$ cat src/rtl/cu_mc.sv
// ---------------------------------------------------------------------------
// cu_mc : multi-cycle control unit for the mycpu datapath.
//
// Decodes the instruction register and drives the datapath, PC and memory/IO
// controls. Instruction fetch and data memory/IO access are handshaked. A
// resumable halt state and an iterating XXL loop state are provided.
//
// Opcode map (opcode = ins_in[IW-1 -: 7]):
//   000_xxxx  ALU register op, fs = opcode[3:0]
//   100_1100  LDI            100_0010  ADI
//   001_0000  LD             010_0000  ST
//   001_0001  IOR            010_0001  IOW
//   110_0000  BRZ            110_0001  BRN
//   111_0000  JMP            111_0001  HAL
//   111_0010  XXL            anything else : NOP
//
// Ports
//   clk, rst      clock (rising edge), synchronous active-high reset
//   ins_in        instruction register, {opcode, ..., dst, srcA, srcB}
//   ins_vld       instruction memory data valid (fetch handshake)
//   dmem_rdy      data memory/IO access complete
//   z_in, n_in    ALU zero / negative flags
//   resume_in     leave the halt state
//   il_out        instruction register load
//   ps_out        PC select: 00 hold, 01 +1, 10 +offset, 11 jump
//   rw_out        register file write
//   rs_out        register selects {0,dst,0,srcA,0,srcB}
//   mm_out        address mux select (1 = register operand)
//   md_out        write-back select: 00 ALU, 01 memory, 10 IO
//   mb_out        B operand = immediate
//   fs_out        ALU function
//   wen_out       memory write enable, active low
//   iom_out       IO space select
//   mreq_out      data memory/IO request
//   halted_out    high while halted
//   state_out     current FSM state (debug)
//
// Handshakes: a fetch completes in the INF cycle where ins_vld is high; a
// data access holds mreq_out and all its controls stable from the first MEM
// cycle until the cycle where dmem_rdy is high, and that cycle is the last.
// ---------------------------------------------------------------------------
module cu_mc #(
    parameter int IW     = 16,
    parameter int RA_W   = 3,
    parameter int XL_MAX = 255
) (
    input  logic                    clk,
    input  logic                    rst,
    input  logic [IW-1:0]           ins_in,
    input  logic                    ins_vld,
    input  logic                    dmem_rdy,
    input  logic                    z_in,
    input  logic                    n_in,
    input  logic                    resume_in,
    output logic                    il_out,
    output logic [1:0]              ps_out,
    output logic                    rw_out,
    output logic [3*(RA_W+1)-1:0]   rs_out,
    output logic                    mm_out,
    output logic [1:0]              md_out,
    output logic                    mb_out,
    output logic [3:0]              fs_out,
    output logic                    wen_out,
    output logic                    iom_out,
    output logic                    mreq_out,
    output logic                    halted_out,
    output logic [2:0]              state_out
);

    localparam int XW = (XL_MAX < 1) ? 1 : $clog2(XL_MAX + 1);
    localparam logic [XW-1:0] XL_MAX_C = XW'(XL_MAX);

    localparam logic [6:0] OP_LDI = 7'b1001100;
    localparam logic [6:0] OP_ADI = 7'b1000010;
    localparam logic [6:0] OP_LD  = 7'b0010000;
    localparam logic [6:0] OP_ST  = 7'b0100000;
    localparam logic [6:0] OP_IOR = 7'b0010001;
    localparam logic [6:0] OP_IOW = 7'b0100001;
    localparam logic [6:0] OP_BRZ = 7'b1100000;
    localparam logic [6:0] OP_BRN = 7'b1100001;
    localparam logic [6:0] OP_JMP = 7'b1110000;
    localparam logic [6:0] OP_HAL = 7'b1110001;
    localparam logic [6:0] OP_XXL = 7'b1110010;

    typedef enum logic [2:0] {
        S_RST = 3'd0,
        S_INF = 3'd1,
        S_EX0 = 3'd2,
        S_MEM = 3'd3,
        S_XL1 = 3'd4,
        S_HLT = 3'd5
    } state_t;

    state_t           r_state;
    state_t           w_next;
    logic [XW-1:0]    r_xl_cnt;

    // ------------------------------------------------------------------
    // Instruction decode
    // ------------------------------------------------------------------
    logic [6:0]              w_op;
    logic [RA_W-1:0]         w_dst;
    logic [RA_W-1:0]         w_sa;
    logic [RA_W-1:0]         w_sb;
    logic [3*(RA_W+1)-1:0]   w_rs;
    logic                    w_is_alu;
    logic                    w_is_imm;
    logic                    w_is_ld;
    logic                    w_is_st;
    logic                    w_is_ior;
    logic                    w_is_iow;
    logic                    w_is_mem;
    logic                    w_is_brz;
    logic                    w_is_brn;
    logic                    w_is_jmp;
    logic                    w_is_hal;
    logic                    w_is_xxl;
    logic                    w_xl_exit;

    assign w_op     = ins_in[IW-1 -: 7];
    assign w_dst    = ins_in[3*RA_W-1 -: RA_W];
    assign w_sa     = ins_in[2*RA_W-1 -: RA_W];
    assign w_sb     = ins_in[RA_W-1:0];
    assign w_rs     = {1'b0, w_dst, 1'b0, w_sa, 1'b0, w_sb};

    assign w_is_alu = (w_op[6:4] == 3'b000);
    assign w_is_imm = (w_op == OP_LDI) || (w_op == OP_ADI);
    assign w_is_ld  = (w_op == OP_LD);
    assign w_is_st  = (w_op == OP_ST);
    assign w_is_ior = (w_op == OP_IOR);
    assign w_is_iow = (w_op == OP_IOW);
    assign w_is_mem = w_is_ld || w_is_st || w_is_ior || w_is_iow;
    assign w_is_brz = (w_op == OP_BRZ);
    assign w_is_brn = (w_op == OP_BRN);
    assign w_is_jmp = (w_op == OP_JMP);
    assign w_is_hal = (w_op == OP_HAL);
    assign w_is_xxl = (w_op == OP_XXL);

    // The loop ends on a zero flag or once the iteration budget is spent.
    assign w_xl_exit = z_in || (r_xl_cnt == XL_MAX_C);

    // ------------------------------------------------------------------
    // State register and XL iteration counter
    // ------------------------------------------------------------------
    always_ff @(posedge clk) begin
        if (rst) begin
            r_state  <= S_RST;
            r_xl_cnt <= '0;
        end else begin
            r_state <= w_next;
            if (r_state == S_EX0 && w_is_xxl && !z_in) begin
                r_xl_cnt <= XW'(1);
            end else if (r_state == S_XL1 && !w_xl_exit) begin
                r_xl_cnt <= r_xl_cnt + XW'(1);
            end
        end
    end

    // ------------------------------------------------------------------
    // Next-state logic
    // ------------------------------------------------------------------
    always_comb begin
        w_next = r_state;
        case (r_state)
            S_RST: w_next = S_INF;
            S_INF: w_next = ins_vld ? S_EX0 : S_INF;
            S_EX0: begin
                if (w_is_mem)                 w_next = S_MEM;
                else if (w_is_hal)            w_next = S_HLT;
                else if (w_is_xxl && !z_in)   w_next = S_XL1;
                else                          w_next = S_INF;
            end
            S_MEM: w_next = dmem_rdy  ? S_INF : S_MEM;
            S_XL1: w_next = w_xl_exit ? S_INF : S_XL1;
            S_HLT: w_next = resume_in ? S_INF : S_HLT;
            default: w_next = S_RST;
        endcase
    end

    // ------------------------------------------------------------------
    // Output logic
    // ------------------------------------------------------------------
    always_comb begin
        il_out     = 1'b0;
        ps_out     = 2'b00;
        rw_out     = 1'b0;
        rs_out     = '0;
        mm_out     = 1'b0;
        md_out     = 2'b00;
        mb_out     = 1'b0;
        fs_out     = 4'b0000;
        wen_out    = 1'b1;
        iom_out    = 1'b0;
        mreq_out   = 1'b0;
        halted_out = 1'b0;

        case (r_state)
            S_INF: begin
                il_out = ins_vld;
            end

            S_EX0: begin
                rs_out = w_rs;
                if (w_is_alu || w_is_imm) begin
                    rw_out = 1'b1;
                    fs_out = w_op[3:0];
                    mb_out = w_is_imm;
                    ps_out = 2'b01;
                end else if (w_is_mem) begin
                    ps_out = 2'b00;
                end else if (w_is_brz) begin
                    ps_out = z_in ? 2'b10 : 2'b01;
                end else if (w_is_brn) begin
                    ps_out = n_in ? 2'b10 : 2'b01;
                end else if (w_is_jmp) begin
                    ps_out = 2'b11;
                end else if (w_is_hal) begin
                    ps_out = 2'b00;
                end else if (w_is_xxl) begin
                    // First XXL pass: register selects forced to zero.
                    rs_out = '0;
                    mm_out = 1'b1;
                    fs_out = 4'b1110;
                    ps_out = z_in ? 2'b01 : 2'b00;
                end else begin
                    // Unknown opcode behaves as a NOP.
                    ps_out = 2'b01;
                end
            end

            S_MEM: begin
                // Everything except the completion strobes depends only on
                // the held instruction, so controls stay stable while waiting.
                mreq_out = 1'b1;
                rs_out   = w_rs;
                iom_out  = w_is_ior || w_is_iow;
                if (w_is_ld)  md_out = 2'b01;
                if (w_is_ior) md_out = 2'b10;
                wen_out  = !(w_is_st || w_is_iow);
                if (dmem_rdy) begin
                    rw_out = w_is_ld || w_is_ior;
                    ps_out = 2'b01;
                end
            end

            S_XL1: begin
                mm_out = 1'b1;
                fs_out = 4'b1110;
                ps_out = w_xl_exit ? 2'b01 : 2'b00;
            end

            S_HLT: begin
                halted_out = 1'b1;
                // Resume steps past the HAL instruction.
                ps_out     = resume_in ? 2'b01 : 2'b00;
            end

            default: ;
        endcase
    end

    assign state_out = r_state;

endmodule

$ cat config.mk
export PLATFORM = sky130hd
export DESIGN_NAME = cu_mc
export DESIGN_NICKNAME = d
export VERILOG_FILES = /design/src/rtl/cu_mc.sv
export SDC_FILE = /design/constraint.sdc
export NUM_CORES = 1
export LEC_CHECK = 0
export CORE_ASPECT_RATIO = 0.6
export CORE_MARGIN = 1.5
export CORE_UTILIZATION = 43
export CTS_CLUSTER_DIAMETER = 120
export DETAILED_ROUTE_END_ITERATION = 16
export PLACE_DENSITY = 0.95
export SETUP_SLACK_MARGIN = 0.4
export SYNTH_ARGS = -nofsm -noshare
export SYNTH_HDL_FRONTEND = slang
export SYNTH_SLANG_ARGS = --single-unit
$ cat constraint.sdc
create_clock -name clk -period 5.57 [get_ports clk]
set_input_delay 1.114 -clock clk [delete_from_list [all_inputs] [get_ports clk]]
set_output_delay 1.114 -clock clk [all_outputs]
set_load 0.02 [all_outputs]
; ---- After elaboration in Yosys (flattened, before gate mapping)
; Index checks and enable logic that the tools add are counted.
[word_totals]
regBits = 11
elab_cells = 102
output_inout_bits = 31
[classes]
addsub = 1
n_mux = 61
n_eq_ne = 17
reduce_logical = 20
[op_table]
columns = op, n
row1 = $mux 11, 7
row2 = $eq 7x7->1 const B, 7
row3 = $mux 4, 7
row4 = $mux 1, 25
row5 = $mux 2, 11
row6 = $pmux 11 s2, 1
row7 = $pmux 3 s6, 1
row8 = $mux 3, 5
row9 = $eq 7x5->1 const B, 2
row10 = $eq 7x6->1 const B, 2
row11 = $logic_or 1x1->1, 9
row12 = $add 8x1->8 const B, 1
row13 = $eq 8x8->1 const B, 1
row14 = $pmux 2 s4, 1
row15 = $pmux 4 s2, 1
row16 = $eq 3x2->1 const B, 2
row17 = $eq 3x3->1 const B, 2
row18 = $logic_not 3->1, 2
row19 = $logic_and 1x1->1, 4
row20 = $pmux 1 s2, 2
row21 = $eq 3x1->1 const B, 1
row22 = $logic_not 1->1, 3
row23 = $reduce_bool 2->1, 1
row24 = $reduce_or 2->1, 1

; ---- Depth between registers and ports, before layout
; Gate-level depths: netlist of run 1.
[depth]
depth_word = 9
mapped_depth = 5
ltp_nobuf = 5

; ---- Worst setup path before layout of run 1
; No wires, ideal clock.
[synth_timing]
path_kind = input to output
start = input ins_in[11]
end = output fs_out[2]
path_slack_ns = 1.908
arrival_ns = 2.548
cell_stages = 4
path_cell_list = nand4bb_4 > or4_4 > o22ai_1 > a21o_1
[synth_via]
elab_chain_len = 9
elab_cells_between_ends = 24
[synth_lines]
columns = item, line_no
row1 = from (decl), 49  ; input logic [IW-1:0] ins_in,
row2 = $eq 7x7->1, 137  ; assign w_is_xxl = (w_op == OP_XXL);
row3 = $mux 4, 219  ; end else if (w_is_xxl) begin
row4 = $mux 4, 217  ; end else if (w_is_hal) begin
row5 = $mux 4, 215  ; end else if (w_is_jmp) begin
row6 = $mux 4, 213  ; end else if (w_is_brn) begin
row7 = $mux 4, 211  ; end else if (w_is_brz) begin
row8 = $mux 4, 209  ; end else if (w_is_mem) begin
row9 = $mux 4 *, 204  ; if (w_is_alu || w_is_imm) begin
row10 = $pmux 4 s2 *, 197  ; case (r_state)
row11 = to (decl), 62  ; output logic [3:0] fs_out,
; Mark *: on every way between the ends. The rest lies on a longest branch, timed or not.

; ---- Final worst setup path of run 1
[layout_timing]
start = input ins_in[10]
end = output md_out[0]
[layout_via]
elab_chain_len = 4
elab_cells_between_ends = 5
[layout_lines]
columns = item, line_no
row1 = $eq 7x5->1, 128  ; assign w_is_ld = (w_op == OP_LD);
row2 = $mux 1, 237  ; if (w_is_ld) md_out = 2'b01;
row3 = $mux 2 *, 238  ; if (w_is_ior) md_out = 2'b10;
row4 = $mux 2 *, 197
row5 = to (decl), 60  ; output logic [1:0] md_out,
; Marks and branches as above.

==> results of run 1 <==
[logic make-up after synthesis]
family | share of synthesized area
AND/OR/NAND/NOR | 0.418
AO/OA/AOI/OAI | 0.240
buffers and inverters | 0.0724
flip-flops | 0.202
XOR/XNOR | 0.0241
adder cells (fa/ha/maj) | 0.0207
multiplexers | 0.0184
other | 0.00344
[synth_stat cells, drive strengths merged (3+ instances only)]
library cell  number  share of area
and2              12          0.069
dfxtp             11           0.20
nor3              10          0.056
nor2               9          0.031
nand2              8          0.028
a21oi              6          0.031
buf                6          0.048
inv                6          0.021
nand3              6          0.028
a21o               5          0.037
a211oi             3          0.025
nor2b              3          0.017
nor3b              3          0.025
nor4b              3          0.030
o21a               3          0.021
o31ai              3          0.033
or3b               3          0.024
[worst max path at each step]
stage                from        end  slack, ns  depth (start not counted)
2_1_floorplan  ins_in[11]  fs_out[2]       1.91                          4
3_3_place_gp   ins_in[10]  md_out[0]       0.86                          6
3_5_place_dp   ins_in[10]  md_out[0]       0.83                          6
4_1_cts        ins_in[10]  md_out[0]       0.82                          6
5_1_grt        ins_in[10]  md_out[0]       0.68                          6
6_report       ins_in[10]  md_out[0]       0.78                          6
[state kept, by name (all words and copies together), names as in the netlist]
register,flops
state_out,3
r_xl_cnt,8
[cell type report]
type	count	area, µm²
clock buffer	4	45.0
fill	157	654
inverter	6	22.5
multi-input combinational	111	797
sequential	11	220
tap	30	37.5
timing repair buffer	50	500
[metrics by stage]
stage / hold slack (ns) / setup WS, ns / cells
4_1_cts: 0.534 / 0.818 / 212
6_report: 0.537 / 0.778 / 212
3_5_place_dp: 0.523 / 0.832 / 208
3_3_place_gp: 0.500 / 0.856 / 208
5_1_grt: 0.581 / 0.683 / 212
2_1_floorplan: 0.482 / 1.91 / 135
[critical path: stages]
cell and delay [ns]:
clkdlybuf4s50_1 0.53, or4_4 0.63, nor4_2 0.34, nor3b_2 0.29, nor2b_1 0.15, clkdlybuf4s50_1 0.62
[routing by layer]
metal | track usage | vias to the layer above | routed length, µm
li1 | - | 583 | -
met2 | 0.381 | 65 | 1560
met3 | 0.0968 | 8 | 284
met1 | 0.336 | 591 | 1480
met4 | 0.0240 | 0 | 37
met5 | 0 | - | 0
[power groups by stage]
stage               Clock [µW]  Sequential, µW  Combinational, µW
floorplan                    0            83.5               31.6
global placement             0            84.6               59.3
detailed placement           0            85.1               60.6
CTS                       78.9            83.5               60.9
global route              84.6            83.7               65.4
finish                    79.3            83.5               61.3
==> results.json, run 1 <==
{
  "io_pins": 54,
  "clkPwrFrac": 0.354,
  "start_util": 0.478,
  "grt_pass1_wl_um": 5380,
  "die_x_um": 68.0,
  "cts_tree": "built",
  "reg2reg_to": "state_out[2]$_SDFF_PP0_",
  "clk_pin_slew_worst_paths_ns": 0.05,
  "synthArstFlopShare": 0,
  "area_growth_pct": 49.1,
  "ys_seq_area_frac": 0.202,
  "ys.warnings.count": 0,
  "port_buffers": 50,
  "numCtsBuffers": 3,
  "ys_seq_elements": 11,
  "rsz0062_at_grt": "false",
  "diodes": 0,
  "cts_max_path_buffers": 2,
  "fin_crit_ns": 4.79,
  "core-area_um2": 2280,
  "rr_startpoint": "state_out[1]$_SDFF_PP0_",
  "drcViolationCount": 0,
  "p_sw_uw": 62.9,
  "drt.antenna.violating_nets": 0,
  "holdPathStages": 1,
  "hp-class": "flop to flop",
  "crit_type": "input pin to primary output",
  "synth_edf_count": 0,
  "irDropWorstVdd_uv": 108,
  "worst_slew_pin_slew_ns": 0.667,
  "place_area_um2": 1580,
  "wl_per_cell_um": 15.8,
  "holdPathEnd": "r_xl_cnt[3]$_SDFFE_PP0P_",
  "viasPerCell": 5.88,
  "gp_congestion": 0.905,
  "fmax_mhz": 209,
  "dr.pass1.iters": 6,
  "htreeDepth": 1,
  "hold_viol_final": 0,
  "cp.arrival_ns": 3.68,
  "drt_iter0_markers": 81,
  "cp-end-kind": "primary output",
  "reg2reg_depth": 4,
  "row_count": 13,
  "wirelength_um": 3360,
  "dieArea_um2": 2850,
  "ctsResizeCount": 0,
  "antenna_found_initial": 0,
  "synth_flop_cell": "dfxtp_1",
  "avgSynthCellArea_um2": 8.18,
  "track_usage": 0.247,
  "root_buffer": "clkbuf_8",
  "syn_area_um2": 1090,
  "final_cell_mix": "clkdlybuf4s50_1, and2_1, dfxtp_1, nor2_1, nor3_1",
  "insertion_delay_ns": 0.24,
  "p_sw_frac": 0.281,
  "drive_gt1_frac": 0.104,
  "skew_ns": 0.00114,
  "setup_violations": 0,
  "start_kind": "input pin",
  "post-route-util": 0.713,
  "synth_cell_types": 53,
  "synthesis.instances": 133,
  "cts-hold-fix-buffers": 0,
  "max_cap_viol_count": 0,
  "period_share": 0.860,
  "min_from": "r_xl_cnt[3]$_SDFFE_PP0P_",
  "cp.required_ns": 4.46,
  "die_y_um": 42.0,
  "grt_max_degree": 13,
  "leakage_uw": 0.000592,
  "power.density_nw_per_um2": 138,
  "num-nets-final": 207,
  "combPwrFrac": 0.274,
  "intPower_uw": 161,
  "place.detailed.hpwl_um": 2700,
  "design_area_um2": 1620,
  "rrSetupSlack_ns": 3.56,
  "num_vias": 1247,
  "p_seq_frac": 0.373,
  "grt_pass1_vias": 1103,
  "p_total_uw": 224,
  "gr-total-overflow": 0,
  "cts.sinks": 11,
  "cts_setup_buffers": 0,
  "layout_commonest_cell": "clkdlybuf4s50_1",
  "path_max_fanout": 8,
  "drv_slew": 0,
  "finalSetupTns_ns": 0,
  "relSlewSlack": 0.554,
  "status": "complete, no violations"
}
(Power assumes the default switching activity.)
==> run 2: changes to the inputs <==
- GPL_ROUTABILITY_DRIVEN: default -> 0
==> results of run 2 <==
The final DEF is identical to that of run 1; final timing and power are the same.
